File: src/rtl/triangle_loader_pkg.sv
// Shared rasterizer packet types: Triangle3D (three signed 16-bit vertices) and Color.
package triangle_loader_pkg;
  localparam int COORD_BITS = 16;
  localparam int COLOR_BITS = 24;

  typedef struct packed {
    logic signed [COORD_BITS-1:0] x;
    logic signed [COORD_BITS-1:0] y;
    logic signed [COORD_BITS-1:0] z;
  } Vertex3D;

  typedef struct packed {
    Vertex3D v0;
    Vertex3D v1;
    Vertex3D v2;
  } Triangle3D;

  typedef logic [COLOR_BITS-1:0] Color;
endpackage

File: src/rtl/triangle_loader.sv
// Packs 32-bit host words into Triangle3D + Color packets and buffers them in a DEPTH-entry FIFO.
// Optional macro LOADER_DEGEN_CULL_EN drops degenerate triangles and counts them on cull_count.
module triangle_loader
  import triangle_loader_pkg::*;
#(
  parameter int DEPTH = 4,
  parameter int WORDS = 10
) (
  input  logic                         clk,
  input  logic                         rst,
  input  logic [31:0]                  data_in,
  input  logic                         data_ready,
  output logic                         data_read,
  output Triangle3D                    triangle,
  output Color                         color,
  output logic                         tri_ready,
  input  logic                         tri_read,
  output logic [$clog2(DEPTH+1)-1:0]   tri_count,
  output logic                         busy
`ifdef LOADER_DEGEN_CULL_EN
  ,
  output logic [15:0]                  cull_count
`endif
);
  localparam int PTR_W = $clog2(DEPTH);
  localparam int CNT_W = $clog2(DEPTH+1);

  if (WORDS != 10) begin : g_words_chk
    $error("triangle_loader: WORDS is fixed at 10");
  end
  if (DEPTH < 2 || (DEPTH & (DEPTH - 1)) != 0) begin : g_depth_chk
    $error("triangle_loader: DEPTH must be a power of two >= 2");
  end

  typedef enum logic {COLLECT, LAST} state_t;

  typedef struct packed {
    Triangle3D tri_f;
    Color      col_f;
  } packet_t;

  state_t                       state_q, state_d;
  logic [3:0]                   word_idx_q, word_idx_d;
  logic signed [COORD_BITS-1:0] asm_q [9];
  packet_t                      mem_q [DEPTH];
  logic [PTR_W-1:0]             wr_ptr_q, rd_ptr_q;
  logic [CNT_W-1:0]             count_q, count_d;
  logic                         full, xfer, last_xfer, push, pop, degen;
  Triangle3D                    asm_tri;
  logic                         unused_data_hi;

  assign unused_data_hi = ^data_in[31:COLOR_BITS];

  function automatic logic is_degenerate(input Triangle3D t);
    return (t.v0 == t.v1) || (t.v1 == t.v2) || (t.v0 == t.v2);
  endfunction

  assign asm_tri = {asm_q[0], asm_q[1], asm_q[2],
                    asm_q[3], asm_q[4], asm_q[5],
                    asm_q[6], asm_q[7], asm_q[8]};

`ifdef LOADER_DEGEN_CULL_EN
  assign degen = is_degenerate(asm_tri);
`else
  assign degen = 1'b0;
`endif

  // No pop bypass: the word-9 accept decision looks only at the registered count.
  assign full = (count_q == CNT_W'(DEPTH));

  always_comb begin
    data_read = 1'b0;
    if (!rst) begin
      case (state_q)
        COLLECT: data_read = 1'b1;
        LAST:    data_read = !full || degen;
        default: data_read = 1'b0;
      endcase
    end
  end

  assign xfer      = data_ready && data_read;
  assign last_xfer = xfer && (state_q == LAST);
  assign push      = last_xfer && !degen;
  assign pop       = tri_read && tri_ready;

  always_comb begin
    state_d    = state_q;
    word_idx_d = word_idx_q;
    case (state_q)
      COLLECT: begin
        if (xfer) begin
          word_idx_d = word_idx_q + 4'd1;
          if (word_idx_q == 4'd8) state_d = LAST;
        end
      end
      LAST: begin
        if (xfer) begin
          word_idx_d = 4'd0;
          state_d    = COLLECT;
        end
      end
      default: begin
        word_idx_d = 4'd0;
        state_d    = COLLECT;
      end
    endcase
  end

  always_comb begin
    count_d = count_q + CNT_W'(push) - CNT_W'(pop);
  end

  always_ff @(posedge clk or posedge rst) begin
    if (rst) begin
      state_q    <= COLLECT;
      word_idx_q <= 4'd0;
      wr_ptr_q   <= '0;
      rd_ptr_q   <= '0;
      count_q    <= '0;
    end else begin
      state_q    <= state_d;
      word_idx_q <= word_idx_d;
      count_q    <= count_d;
      if (push) wr_ptr_q <= wr_ptr_q + PTR_W'(1);
      if (pop)  rd_ptr_q <= rd_ptr_q + PTR_W'(1);
    end
  end

  // Datapath storage carries no reset; the head outputs are gated by occupancy instead.
  always_ff @(posedge clk) begin
    if (xfer && state_q == COLLECT) asm_q[word_idx_q] <= $signed(data_in[COORD_BITS-1:0]);
    if (push) mem_q[wr_ptr_q] <= '{tri_f: asm_tri, col_f: data_in[COLOR_BITS-1:0]};
  end

`ifdef LOADER_DEGEN_CULL_EN
  always_ff @(posedge clk or posedge rst) begin
    if (rst) cull_count <= 16'd0;
    else if (last_xfer && degen) cull_count <= cull_count + 16'd1;
  end
`endif

  assign tri_ready = (count_q != '0);
  assign tri_count = count_q;
  assign triangle  = tri_ready ? mem_q[rd_ptr_q].tri_f : '0;
  assign color     = tri_ready ? mem_q[rd_ptr_q].col_f : '0;
  assign busy      = (word_idx_q != 4'd0) || (count_q != '0);

endmodule
File: config.mk
export PLATFORM = sky130hd
export DESIGN_NAME = triangle_loader
export DESIGN_NICKNAME = d
export VERILOG_FILES = /design/src/rtl/triangle_loader_pkg.sv /design/src/rtl/triangle_loader.sv
export SDC_FILE = /design/constraint.sdc
export NUM_CORES = 1
export LEC_CHECK = 0
export ABC_AREA = 1
export BUFFER_PORTS_ARGS = -buffer_cell sky130_fd_sc_hd__buf_2
export CAP_MARGIN = 20
export CELL_PAD_IN_SITES_DETAIL_PLACEMENT = 1
export CELL_PAD_IN_SITES_GLOBAL_PLACEMENT = 1
export CORE_UTILIZATION = 45
export DETAILED_ROUTE_END_ITERATION = 8
export PLACE_DENSITY_LB_ADDON = 0.12
export SETUP_SLACK_MARGIN = 0.1
export SYNTH_ARGS = -nofsm -noshare
export SYNTH_HDL_FRONTEND = slang
export SYNTH_SLANG_ARGS = --single-unit
File: constraint.sdc
create_clock -name clk -period 14.39 [get_ports clk]
set_input_delay 2.1585 -clock clk [delete_from_list [all_inputs] [get_ports clk]]
set_output_delay 2.1585 -clock clk [all_outputs]
set_load 0.05 [all_outputs]
==> metrics.txt <==
switching power=3641 uW; synthesized area per cell=13.98 um2; H-tree depth=3; Least-Margin Pin Slew=1.124 ns; core area=0.06859 mm2; global-route wire length before repair=118800 um; Setup TNS Final=0 ns; Port Buffers=201; met3 usage in global routing=3.870%; dpl ws=8.471 ns; Num CTS Buffers=85; status=finished clean; commonest cells in the netlist=816 x edfxtp_1, 684 x nor2_1, 212 x o21ai_0, 168 x a21oi_1, 130 x o21ai_1; Final Cycle Share=43.07%; WL final=80310 um; Async S/R FF share, synth=1.449%; fillers=6769; part of the power in registers=33.8%; # hold bufs at CTS=0; Worst Path Max Fanout=97; number of synthesized flops with an enable pin=816; final hold vios=0; final worst clock skew=0.02674 ns; Switching Fraction=44.16%; CTS tree=yes; Sinks on Clock Net=828; biggest area consumer among synthesized cells=edfxtp_1; CP Data Required Time=12.23 ns; drt wl/cell=23.50 um; Synth area leaders=edfxtp_1 79%, nor2_1 8.2%, o21ai_0 3.4%, a21oi_1 2.7%, o21ai_1 2.1%; Synth cell types=24; IO Pins=210; syn_nets=2279; ys flop type=edfxtp_1; Synth warnings=0; total power=8245 uW; FF/Latch Area=0.02481 mm2; Finish-stage setup viols=0; Pleak=0.01185 uW; die area=0.07039 mm2; Syn Inst Count=2232; clk slew on worst S/H paths=0.06 ns; clock latency on the worst-skew pair=0.63 ns; critical path class=reg2out; Final #Nets=2464; Post-DP HPWL=40210 um; clk buf depth=3; Max Fclk=161.3 MHz; Area growth syn-to-layout=13.71%; Post-CTS Setup Repair Bufs=0; Resize count post-CTS=0; combinational power share=41.1%; vias per inst=5.341; Seq/Total Area, Yosys=79.50%; setup repair after global routing missed its margin=false; post-layout min period=6.198 ns; Clk pwr share=25.1%; DRC violation count after routing=0; crit end category=output pin; CP arrival=4.04 ns; #FFs+latches synth=828; root buffer cell=clkbuf_16; starting density of the core=45.49%; synthesized area=0.03120 mm2; fin util=51.72%; top-count cell post-synth=edfxtp_1; Die Wd=265.3 um; GR Util All Layers=22.92%; Power Density=232.4 mW/mm2; Pre-antenna DRT Iters=5; pin count of the biggest net entering global routing=211; layer carrying the most global-route usage=met2; Hold Crit Class=reg2reg; Multi-input gate area=0.005529 mm2; top cell type's share of synthesized area=78.54%; initial antenna violation count=11; vias in the first global route=19.36k; Global Route met1 Usage=29.29%; routed vias=18.26k; num rows=96; final worst slack=8.192 ns; share of layout cells above drive strength 1=14.32%; routing usage on met2=39.75%; internal power=4604 uW; max-cap violations=0; Final Max Tran Viols=0; hold_ws=0.4828 ns; Post-DRT Antenna Nets=0; startpoint type of the worst setup path=flop; Peak VDD IR=0.0001704 V; GRT overflow=0; Final Wtd Congestion=0.7138; relative slew slack=25.09%; Die Height=265.3 um; First DRT Iteration DRCs=1250
power groups by stage:
stage                     registers (uW)  logic [uW]  clock network [uW]
after floorplan                     2800        2590                   0
after global placement              2830        3360                   0
after detailed placement            2840        3420                   0
after CTS                           2790        3430                2120
after global routing                2800        3610                2200
final                               2790        3390                2070
kinds of logic after synthesis:
kind of cell	synth area share, %
adders and majority gates	0.4652
xor gates and xnor gates	0.05616
DFF	79.50
AOI/OAI and AO/OA	8.181
buffers and inverters	3.008
and+or+nand+nor	8.787
through the flow:
stage	area, um2	std cells
final	35480	3418
after global routing	35460	3411
after CTS	35430	3409
after detailed placement	32850	3260
after global placement	32850	3260
after floorplan	31200	2232
state kept, by name (all words and copies together), names as in the netlist:
name and cells:
rd_ptr_q 2, asm_q 144, word_idx_q 4, mem_q 672, tri_count 3, wr_ptr_q 2
state_q 1
worst paths after layout:
path                            cells after the start  slack, ns                       to                   start
max in group asynchronous                           2      12.34  rd_ptr_q[1]$_DFFE_PP0P_                     rst
worst max register to register                      6      10.75   mem_q[1][79]$_DFFE_PP_  tri_count[1]$_DFF_PP0_
min in group asynchronous                           2       1.59   tri_count[0]$_DFF_PP0_                     rst
worst min register to register                      0       0.48   mem_q[2][45]$_DFFE_PP_   asm_q[7][5]$_DFFE_PP_
worst min-delay path                                0       0.48   mem_q[2][45]$_DFFE_PP_   asm_q[7][5]$_DFFE_PP_
worst max-delay path                                6       8.19             triangle[29]  tri_count[1]$_DFF_PP0_
critical path, cell delays in order (launching register included):
cell,delay [ns]
dfrtp_1,0.43
nor2_1,0.31
nand2_1,0.27
inv_6,0.74
buf_4,0.94
a21oi_1,0.30
buf_2,0.32
final cells by class:
| class | count | share of cell area, % |
|---|---|---|
| clock buffer | 115 | 6.553 |
| inverter | 26 | 0.3245 |
| clock inverter | 34 | 0.7160 |
| sequential | 828 | 69.94 |
| timing repair buffer | 230 | 3.541 |
| multi-input combinational | 1246 | 15.59 |
| antenna | 8 | 0.05643 |
| tap | 931 | 3.284 |
metal layers:
metal  routed length, um  up-vias
met3                3979      108
met2               40600      409
met1               33880     9371
li1                    -     8368
met5                   0        -
met4                1848        0
cells in the final DEF, fill, tap and decap left out:
master / n
nand4_1: 2
clkbuf_1: 26
dfrtp_4: 2
dfrtp_1: 10
nor2_4: 4
nor3_2: 8
bufinv_16: 4
fa_1: 1
nor2_1: 679
buf_16: 1
edfxtp_1: 816
buf_2: 201
ha_1: 10
buf_12: 1
clkinv_1: 16
clkinv_2: 13
nand3b_1: 1
nor2_2: 1
inv_1: 23
a21oi_1: 168
clkbuf_16: 89
inv_6: 3
nand3_1: 7
inv_8: 1
buf_4: 27
xnor2_1: 2
nand2_1: 21
diode_2: 8
o21ai_1: 130
o21ai_0: 212
Power figures use the tool's default switching activity.
